$ cat src/rtl/branch_checkpoint_buffer.sv
// Tag-addressed branch checkpoint buffer: tracks in-flight branches, drives RAT copy/paste, retires in order.
// Optional BB_RESOLVE_PC_CHECK_EN adds a resolve PC cross-check with a sticky error flag.

module branch_checkpoint_buffer_entry #(
  parameter int PC_W = 32
) (
  input  logic            i_clk,
  input  logic            i_rst,
  input  logic            i_clr,
  input  logic            i_alloc,
  input  logic [PC_W-1:0] i_alloc_pc,
  input  logic            i_resolve,
  input  logic            i_squash,
  input  logic            i_retire,
  output logic            o_valid,
  output logic            o_resolved,
  output logic [PC_W-1:0] o_pc
);
  logic            r_valid;
  logic            r_resolved;
  logic [PC_W-1:0] r_pc;

  always_ff @(posedge i_clk) begin
    if (i_rst) begin
      r_valid    <= 1'b0;
      r_resolved <= 1'b0;
      r_pc       <= '0;
    end else if (i_clr) begin
      r_valid    <= 1'b0;
      r_resolved <= 1'b0;
    end else if (i_alloc) begin
      r_valid    <= 1'b1;
      r_resolved <= 1'b0;
      r_pc       <= i_alloc_pc;
    end else begin
      if (i_squash || i_retire) r_valid <= 1'b0;
      if (i_resolve)            r_resolved <= 1'b1;
    end
  end

  assign o_valid    = r_valid;
  assign o_resolved = r_resolved;
  assign o_pc       = r_pc;
endmodule

module branch_checkpoint_buffer #(
  parameter int DEPTH = 32,
  parameter int PTR_W = 5,
  parameter int PC_W  = 32
) (
  input  logic             i_clk,
  input  logic             i_rst,
  input  logic             i_flush,
  input  logic             i_alloc_valid,
  input  logic [PC_W-1:0]  i_alloc_pc,
  output logic             o_alloc_ready,
  output logic [PTR_W-1:0] o_alloc_tag,
  output logic             o_copy_rat,
  input  logic             i_resolve_valid,
  input  logic [PTR_W-1:0] i_resolve_tag,
  input  logic             i_resolve_mispredict,
`ifdef BB_RESOLVE_PC_CHECK_EN
  input  logic [PC_W-1:0]  i_resolve_pc,
  output logic             o_resolve_err,
`endif
  output logic             o_paste_rat,
  output logic [PTR_W-1:0] o_paste_tag,
  output logic             o_retire_valid,
  output logic [PTR_W-1:0] o_retire_tag,
  output logic [PTR_W:0]   o_count,
  output logic             o_full,
  output logic             o_empty
);
  logic [PTR_W-1:0] r_head, r_tail;
  logic [PTR_W:0]   r_count;
  logic             r_copy_rat, r_paste_rat, r_retire_valid;
  logic [PTR_W-1:0] r_alloc_tag, r_paste_tag, r_retire_tag;

  logic [DEPTH-1:0]           w_valid, w_resolved;
  logic [DEPTH-1:0][PC_W-1:0] w_pc;
  logic [DEPTH-1:0]           w_alloc_we, w_res_we, w_squash, w_ret_we;

  logic             w_res_hit, w_pc_ok, w_res_acc, w_mis, w_alloc_acc, w_retire;
  logic [PTR_W-1:0] w_tag_pos;

  assign o_full        = (r_count == (PTR_W+1)'(DEPTH));
  assign o_empty       = (r_count == '0);
  assign o_alloc_ready = !o_full && !(i_resolve_valid && i_resolve_mispredict) && !i_flush;

  assign w_res_hit = i_resolve_valid && w_valid[i_resolve_tag] && !w_resolved[i_resolve_tag];
`ifdef BB_RESOLVE_PC_CHECK_EN
  assign w_pc_ok = (i_resolve_pc == w_pc[i_resolve_tag]);
`else
  logic w_unused_pc;
  assign w_unused_pc = ^w_pc;
  assign w_pc_ok     = 1'b1;
`endif
  assign w_res_acc   = !i_flush && w_res_hit && w_pc_ok;
  assign w_mis       = w_res_acc && i_resolve_mispredict;
  assign w_alloc_acc = i_alloc_valid && o_alloc_ready;
  assign w_retire    = !i_flush && w_valid[r_head] && w_resolved[r_head];
  // Age of the resolved entry relative to head; anything older-positioned survives a squash.
  assign w_tag_pos   = i_resolve_tag - r_head;

  for (genvar g = 0; g < DEPTH; g++) begin : g_ent
    logic [PTR_W-1:0] w_pos;
    assign w_pos         = PTR_W'(g) - r_head;
    assign w_alloc_we[g] = w_alloc_acc && (r_tail == PTR_W'(g));
    assign w_res_we[g]   = w_res_acc && (i_resolve_tag == PTR_W'(g));
    assign w_squash[g]   = w_mis && (w_pos > w_tag_pos);
    assign w_ret_we[g]   = w_retire && (r_head == PTR_W'(g));

    branch_checkpoint_buffer_entry #(.PC_W(PC_W)) u_ent (
      .i_clk      (i_clk),
      .i_rst      (i_rst),
      .i_clr      (i_flush),
      .i_alloc    (w_alloc_we[g]),
      .i_alloc_pc (i_alloc_pc),
      .i_resolve  (w_res_we[g]),
      .i_squash   (w_squash[g]),
      .i_retire   (w_ret_we[g]),
      .o_valid    (w_valid[g]),
      .o_resolved (w_resolved[g]),
      .o_pc       (w_pc[g])
    );
  end

  always_ff @(posedge i_clk) begin
    if (i_rst) begin
      r_head         <= '0;
      r_tail         <= '0;
      r_count        <= '0;
      r_copy_rat     <= 1'b0;
      r_paste_rat    <= 1'b0;
      r_retire_valid <= 1'b0;
      r_alloc_tag    <= '0;
      r_paste_tag    <= '0;
      r_retire_tag   <= '0;
    end else if (i_flush) begin
      r_head         <= '0;
      r_tail         <= '0;
      r_count        <= '0;
      r_copy_rat     <= 1'b0;
      r_paste_rat    <= 1'b0;
      r_retire_valid <= 1'b0;
    end else begin
      r_copy_rat     <= w_alloc_acc;
      r_paste_rat    <= w_mis;
      r_retire_valid <= w_retire;
      // alloc_ready already excludes mispredict cycles, so these tail writes never collide
      if (w_alloc_acc) begin
        r_alloc_tag <= r_tail;
        r_tail      <= r_tail + PTR_W'(1);
      end
      if (w_mis) begin
        r_paste_tag <= i_resolve_tag;
        r_tail      <= i_resolve_tag + PTR_W'(1);
      end
      if (w_retire) begin
        r_retire_tag <= r_head;
        r_head       <= r_head + PTR_W'(1);
      end
      if (w_mis)
        r_count <= (PTR_W+1)'(w_tag_pos) + (PTR_W+1)'(1) - (PTR_W+1)'(w_retire);
      else
        r_count <= r_count + (PTR_W+1)'(w_alloc_acc) - (PTR_W+1)'(w_retire);
    end
  end

`ifdef BB_RESOLVE_PC_CHECK_EN
  logic r_resolve_err;
  always_ff @(posedge i_clk) begin
    if (i_rst || i_flush)
      r_resolve_err <= 1'b0;
    else if (i_resolve_valid && !w_pc_ok)
      r_resolve_err <= 1'b1;
  end
  assign o_resolve_err = r_resolve_err;
`endif

  assign o_count        = r_count;
  assign o_copy_rat     = r_copy_rat;
  assign o_paste_rat    = r_paste_rat;
  assign o_retire_valid = r_retire_valid;
  assign o_alloc_tag    = r_alloc_tag;
  assign o_paste_tag    = r_paste_tag;
  assign o_retire_tag   = r_retire_tag;
endmodule

$ cat config.mk
export PLATFORM = sky130hd
export DESIGN_NAME = branch_checkpoint_buffer
export DESIGN_NICKNAME = d
export VERILOG_FILES = /design/src/rtl/branch_checkpoint_buffer.sv
export SDC_FILE = /design/constraint.sdc
export NUM_CORES = 1
export LEC_CHECK = 0
export CORE_AREA = 2 2 159 99
export DETAILED_ROUTE_END_ITERATION = 10
export DIE_AREA = 0 0 161 101
export HOLD_SLACK_MARGIN = 0.03
export PLACE_DENSITY = 0.74
export RECOVER_POWER = 50
export SLEW_MARGIN = 20
export SYNTH_ARGS = -nofsm -noshare
export SYNTH_HDL_FRONTEND = slang
export SYNTH_SLANG_ARGS = --single-unit
$ cat constraint.sdc
create_clock -name i_clk -period 4.5 [get_ports i_clk]
set_clock_uncertainty 0.15 [all_clocks]
set_input_delay 1.125 -clock i_clk [delete_from_list [all_inputs] [get_ports i_clk]]
set_output_delay 1.125 -clock i_clk [all_outputs]
set_load 0.02 [all_outputs]
==> results.yml, run 1 <==
run_status:
  outcome: "completed"
synth:
  yosysWarnings: 0
  avgSynthCellArea_sq_um: 7.93
  dominantRegCellSynth: "dfxtp_1"
  synthCells: 969
  async_reset_ff_share_pct: 0
  yosysSeqAreaShare_pct: 25.5
  synth-seq-cells: 98
  ys_types: 71
  synth_edf_count: 0
  syn_nets: 1088
  syn-cell-area_sq_um: 7680
route:
  vias_per_cell: 6.42
  wl_per_cell_microns: 22.4
  drt_iter0_markers: 1389
  vias: 8074
  ant_nets: 0
  drt_first_pass_iters: 9
  drc: 0
  routed_wl_mm: 28.2
final_layout:
  final_common_cell: "nand2_1"
  final_cells: 1257
  area_delta_synth_final_pct: 18.4
  nets: 1168
  num_antenna_cells: 0
  layout-drive-gt1-share_pct: 13.0
  final_cell_mix: "107 x nand2_1, 97 x dfxtp_1, 82 x a21oi_1"
worst_hold_path:
  hold_path.class: "register to register"
  min_to: "o_alloc_tag[0]$_SDFFE_PP0P_"
  hold_path_depth: 2
  min-delay-start: "o_alloc_tag[0]$_SDFFE_PP0P_"
timing:
  slew_viol_final: 0
  setup_violations: 0
  rsz0062_at_grt: "false"
  hold_violations: 0
  relSlewSlack_pct: 30.9
  setup_tns_ns: 0
  fin_crit_ns: 4.35
  fmax_mhz: 230
  finalCritPeriodShare_pct: 96.7
  tightest_slew_ns: 1.03
  fin_ws_ns: 0.149
  hold_slack_ns: 0.309
critical_path:
  worstSetupStartpointType: "primary input"
  end_kind: "output port"
  ff2ff_setup_slack_ns: 0.29
  reg2regPathDepth: 17
  reg2reg_to: "o_count[5]$_SDFF_PP0_"
  r2r-start: "r_head[2]$_SDFFE_PP0P_"
  criticalPathCategory: "primary input to output port"
  crit_required_ns: 3.22
  cp_max_fo: 4
  arrival_ns: 3.08
grt:
  antenna_found_initial: 0
  first_global_vias: 7442
  track_usage_pct: 34.9
  grt_start_max_net_pins: 28
  grt_pass1_wl_mm: 43.1
  overflow: 0
clock_tree:
  clk_pin_slew_ns: 0.07
  clock-sinks: 98
  cts_buffers: 9
  root_buffer: "clkbuf_16"
  cts_tree: "built"
  clock_path_buffers: 2
  clkLatencyLatePin_ns: 0.36
  hold_buffers: 0
  cts_max_level: 3
pwr:
  peakVddDrop_uv: 154
  p_leak_uw: 0.00354
  powerDensity_nw_per_um2: 232
  power_uw: 2110
place:
  dp_worst_setup_slack_ns: -0.185
  placed_cells: 1241
  gp_congestion: 1.05
  port_buffers: 37
  dp_hpwl_mm: 21.8
floorplanning:
  initial_utilization_pct: 51.6
  die-area_sq_um: 16300
  die_height_microns: 101
  die_w_microns: 161
  coreArea_sq_um: 14900
  placementRows: 35
  io_pins: 70
job:
  cap_viol_max_count: 0
## routing by layer
metal / wire, microns / track usage [%] / vias to the layer above
met2: 10700 / 46.3 / 554
met5: 0 / 0 / -
met1: 12300 / 50.5 / 3752
met3: 4600 / 16.6 / 64
met4: 615 / 7.55 / 0
li1: - / - / 3704
## kinds of logic after synthesis
| family | count (synthesis) | synth area share (%) |
|---|---|---|
| compound gates | 274 | 23.6 |
| simple gates | 344 | 21.4 |
| flops | 98 | 25.5 |
| buf+inv | 106 | 5.60 |
| mux | 29 | 6.48 |
| xor+xnor | 38 | 4.33 |
| fa+ha+maj | 80 | 13.1 |
## Yosys cell counts (all sizes together), types with 3 or more instances
cell type / count / share of area [%]
a21o: 7 / 0.68
nor3b: 3 / 0.29
nand3b: 7 / 0.68
nand3: 61 / 4.0
o211ai: 13 / 1.3
or3: 3 / 0.24
o32ai: 5 / 0.57
maj3: 4 / 0.52
nand2: 107 / 5.2
a32oi: 3 / 0.34
o31ai: 6 / 0.59
a221oi: 8 / 0.91
mux4: 16 / 4.7
ha: 74 / 12
xor2: 11 / 1.3
nand4: 10 / 0.81
nor2b: 16 / 1.3
a211oi: 20 / 2.0
nand2b: 10 / 0.81
a41o: 5 / 0.65
clkinv: 3 / 0.15
clkbuf: 39 / 1.9
buf: 20 / 1.4
mux2: 6 / 0.88
mux2i: 7 / 0.91
inv: 44 / 2.1
a2111oi: 3 / 0.59
or2: 4 / 0.33
and2: 10 / 0.81
a31oi: 14 / 1.4
o22ai: 5 / 0.41
a22oi: 7 / 0.68
dfxtp: 98 / 26
o21a: 5 / 0.49
a21boi: 7 / 0.68
and4: 3 / 0.34
nor4: 6 / 0.49
nor2: 73 / 3.6
xnor2: 27 / 3.1
a21oi: 82 / 5.3
o21bai: 6 / 0.59
or4: 3 / 0.29
o21ai: 54 / 3.5
and3: 8 / 0.65
nor3: 16 / 1.0
## metrics by stage
step / instance area (sq um) / util (%)
floorplan: 7680 / -
finish: 9100 / 61.1
CTS: 9110 / 61.2
detailed placement: 8780 / 59.0
global placement: 8780 / 59.0
global route: 9100 / 61.1
## worst max-delay path by stage
stage | startpoint | end | cells past startpoint
2_1_floorplan | i_resolve_tag[1] | g_ent[0].u_ent.o_valid$_SDFFE_PP0P_ | 15
3_3_place_gp | i_resolve_tag[2] | g_ent[23].u_ent.o_valid$_SDFFE_PP0P_ | 12
3_5_place_dp | i_resolve_tag[2] | g_ent[23].u_ent.o_valid$_SDFFE_PP0P_ | 12
4_1_cts | i_resolve_tag[2] | g_ent[23].u_ent.o_valid$_SDFFE_PP0P_ | 12
5_1_grt | i_resolve_tag[3] | r_tail[4]$_SDFFE_PP0P_ | 13
6_report | i_flush | o_alloc_ready | 5
## repair_timing
| action | 4_1_cts | 5_1_grt |
|---|---|---|
| gates resized for setup | 0 | 4 |
| setup endpoints to repair | 0 | 11 |
| setup buffers | 0 | 0 |
## state kept, by name, summed over array words and instances, names as in the netlist
name	count
o_paste_rat	1
o_retire_tag	5
o_paste_tag	5
g_ent.u_ent.o_resolved	32
r_tail	5
g_ent.u_ent.o_valid	32
o_retire_valid	1
o_copy_rat	1
o_alloc_tag	5
o_count	6
r_head	5
## layout make-up
class	count	area (sq um)
fillers	1339	5790
multi-input cells	765	5320
flip-flops and latches	98	1960
repair buffers	128	1060
well taps	203	254
clock buffers	10	239
clock inverters	6	90.1
inverters	47	176
## where the power goes
part	internal (uW)	switching [uW]	leakage, uW
clock network	504	364	0.000159
logic	151	219	0.00259
registers	868	2.45	0.000790
## worst max-delay path, cell delays in order
cell             delay [ns]
dlygate4sd3_1          0.64
clkbuf_1               0.22
a21oi_1                0.29
nor2b_1                0.18
clkdlybuf4s50_1        0.61
Note: power is estimated with default switching activity, not from simulation.
==> inputs of run 2 (changes only) <==
--- a/config.mk
+++ b/config.mk
@@ -9,9 +9,10 @@
 export DETAILED_ROUTE_END_ITERATION = 10
 export DIE_AREA = 0 0 161 101
 export HOLD_SLACK_MARGIN = 0.03
-export PLACE_DENSITY = 0.74
+export PLACE_DENSITY = 0.76
 export RECOVER_POWER = 50
 export SLEW_MARGIN = 20
 export SYNTH_ARGS = -nofsm -noshare
 export SYNTH_HDL_FRONTEND = slang
 export SYNTH_SLANG_ARGS = --single-unit
+export TNS_END_PERCENT = 30
==> results.yml, run 2 (synthesized netlist as in run 1, its figures left out) <==
floorplanning:
  coreArea_sq_um: 14900
  die-area_sq_um: 16300
  io_pins: 70
  die_height_microns: 101
  placementRows: 35
  die_w_microns: 161
  initial_utilization_pct: 51.6
pwr:
  p_leak_uw: 0.00352
  powerDensity_nw_per_um2: 223
  power_uw: 2020
  peakVddDrop_uv: 180
critical_path:
  end_kind: "output port"
  crit_family: "buffers and inverters"
  cpMaxStageDelayCell: "dlygate4sd3_1"
  crit_required_ns: 3.22
  reg2reg_to: "o_count[5]$_SDFF_PP0_"
  ff2ff_setup_slack_ns: 0.14
  crit_chain: "dlygate4sd3_1, buf_4, a21oi_1, nor2b_1, clkdlybuf4s50_1"
  worstSetupStartpointType: "primary input"
  cp_slowest_stage_delay_ns: 0.68
  crit_buf_inv: 3
  reg2regPathDepth: 17
  criticalPathCategory: "primary input to output port"
  arrival_ns: 3.15
  cp_max_fo: 5
  r2r-start: "r_head[1]$_SDFFE_PP0P_"
clock_tree:
  clock-sinks: 98
  cts_max_level: 3
  root_buffer: "clkbuf_16"
  clkLatencyLatePin_ns: 0.36
  clk_pin_slew_ns: 0.07
  cts_buffers: 9
  clock_path_buffers: 2
  postCtsSetupBuffers: 0
  cts_tree: "built"
grt:
  grt_pass1_wl_mm: 41.8
  antenna_found_initial: 0
  overflow: 0
  first_global_vias: 7346
  grt_start_max_net_pins: 29
  track_usage_pct: 33.9
final_layout:
  layout-drive-gt1-share_pct: 13.0
  area_delta_synth_final_pct: 18.1
  final_cell_mix: "107 x nand2_1, 98 x dfxtp_1, 81 x a21oi_1"
  nFillCells: 1325
  final_common_cell: "nand2_1"
  num_antenna_cells: 0
  nets: 1167
  final_cells: 1256
route:
  wl_met2_mm: 10.5
  vias: 8159
  drt_iter0_markers: 1072
  drt_first_pass_iters: 5
  drc: 0
  routed_wl_mm: 27.7
  met1_length_mm: 12.3
  ant_nets: 0
  wl_met3_mm: 4.40
  vias_per_cell: 6.50
  highest_layer: "met4"
  wl_per_cell_microns: 22.1
place:
  dp_hpwl_mm: 21.2
  placed_cells: 1240
  gp_congestion: 1.01
  port_buffers: 37
  dp_worst_setup_slack_ns: -0.196
worst_hold_path:
  hold_path.class: "register to register"
  min-delay-start: "o_alloc_tag[2]$_SDFFE_PP0P_"
  min_to: "o_alloc_tag[2]$_SDFFE_PP0P_"
  hold_path_depth: 2
timing:
  fin_crit_ns: 4.43
  tightest_slew_ns: 0.925
  slew_viol_final: 0
  rsz0062_at_grt: "true"
  fmax_mhz: 226
  finalCritPeriodShare_pct: 98.4
  hold_violations: 0
  setup_tns_ns: 0
  setup_violations: 0
  relSlewSlack_pct: 37.9
  fin_ws_ns: 0.0739
run_status:
  outcome: "completed"
job:
  cap_viol_max_count: 0
[run 2: what timing repair did]
item,4_1_cts,5_1_grt
endpoints found under the hold margin,0,0
setup endpoints to repair,0,6
hold buffers,0,0
gates resized for setup,0,7
[run 2: layout make-up]
type | instances | area, sq um | area share, %
timing repair buffer | 127 | 1050 | 11.5
inverter | 47 | 176 | 1.95
sequential | 98 | 1960 | 21.6
multi-input combinational | 765 | 5330 | 58.8
tap | 203 | 254 | 2.80
clock buffer | 9 | 225 | 2.48
clock inverter | 7 | 72.6 | 0.800
[run 2: stage by stage]
stage                     hold slack, ns  util [%]  cell area (sq um)
after global routing               0.321      60.9               9070
after detailed placement           0.296      58.9               8770
after CTS                          0.306      60.9               9070
after floorplan                    0.292         -               7680
after global placement             0.293      58.9               8770
final                              0.302      60.9               9070
[run 2: where the power goes]
group	switching (uW)	leakage [uW]	internal, uW
Clock	385	0.000143	392
Combinational	217	0.00259	154
Sequential	2.38	0.000789	868
Total	605	0.00352	1410
[run 2: how the worst max path moves through the flow]
stage                           startpoint                              endpoint  slack, ns  cells after the start
after CTS                 i_resolve_tag[0]   g_ent[3].u_ent.o_valid$_SDFFE_PP0P_       0.14                     14
final                              i_flush                         o_alloc_ready       0.07                      5
after global routing      i_resolve_tag[0]                r_tail[4]$_SDFFE_PP0P_      -0.01                     13
after detailed placement  i_resolve_tag[2]   g_ent[3].u_ent.o_valid$_SDFFE_PP0P_      -0.20                     13
after global placement    i_resolve_tag[0]  g_ent[12].u_ent.o_valid$_SDFFE_PP0P_      -0.17                     16
after floorplan           i_resolve_tag[1]   g_ent[0].u_ent.o_valid$_SDFFE_PP0P_     0.0001                     15
[run 2: per-layer routing]
layer,up-vias,GRT usage (%)
li1,3688,-
met1,3800,50.7
met2,615,45.8
met3,56,11.4
met4,0,8.52
met5,-,0
[run 2: worst min-delay path: cells and delay by family (launching register included)]
| family | cells | cell delay (ns) |
|---|---|---|
| AND/OR/NAND/NOR | 1 | 0.05 |
| AO/OA/AOI/OAI | 1 | 0.05 |
| flip-flops | 1 | 0.31 |
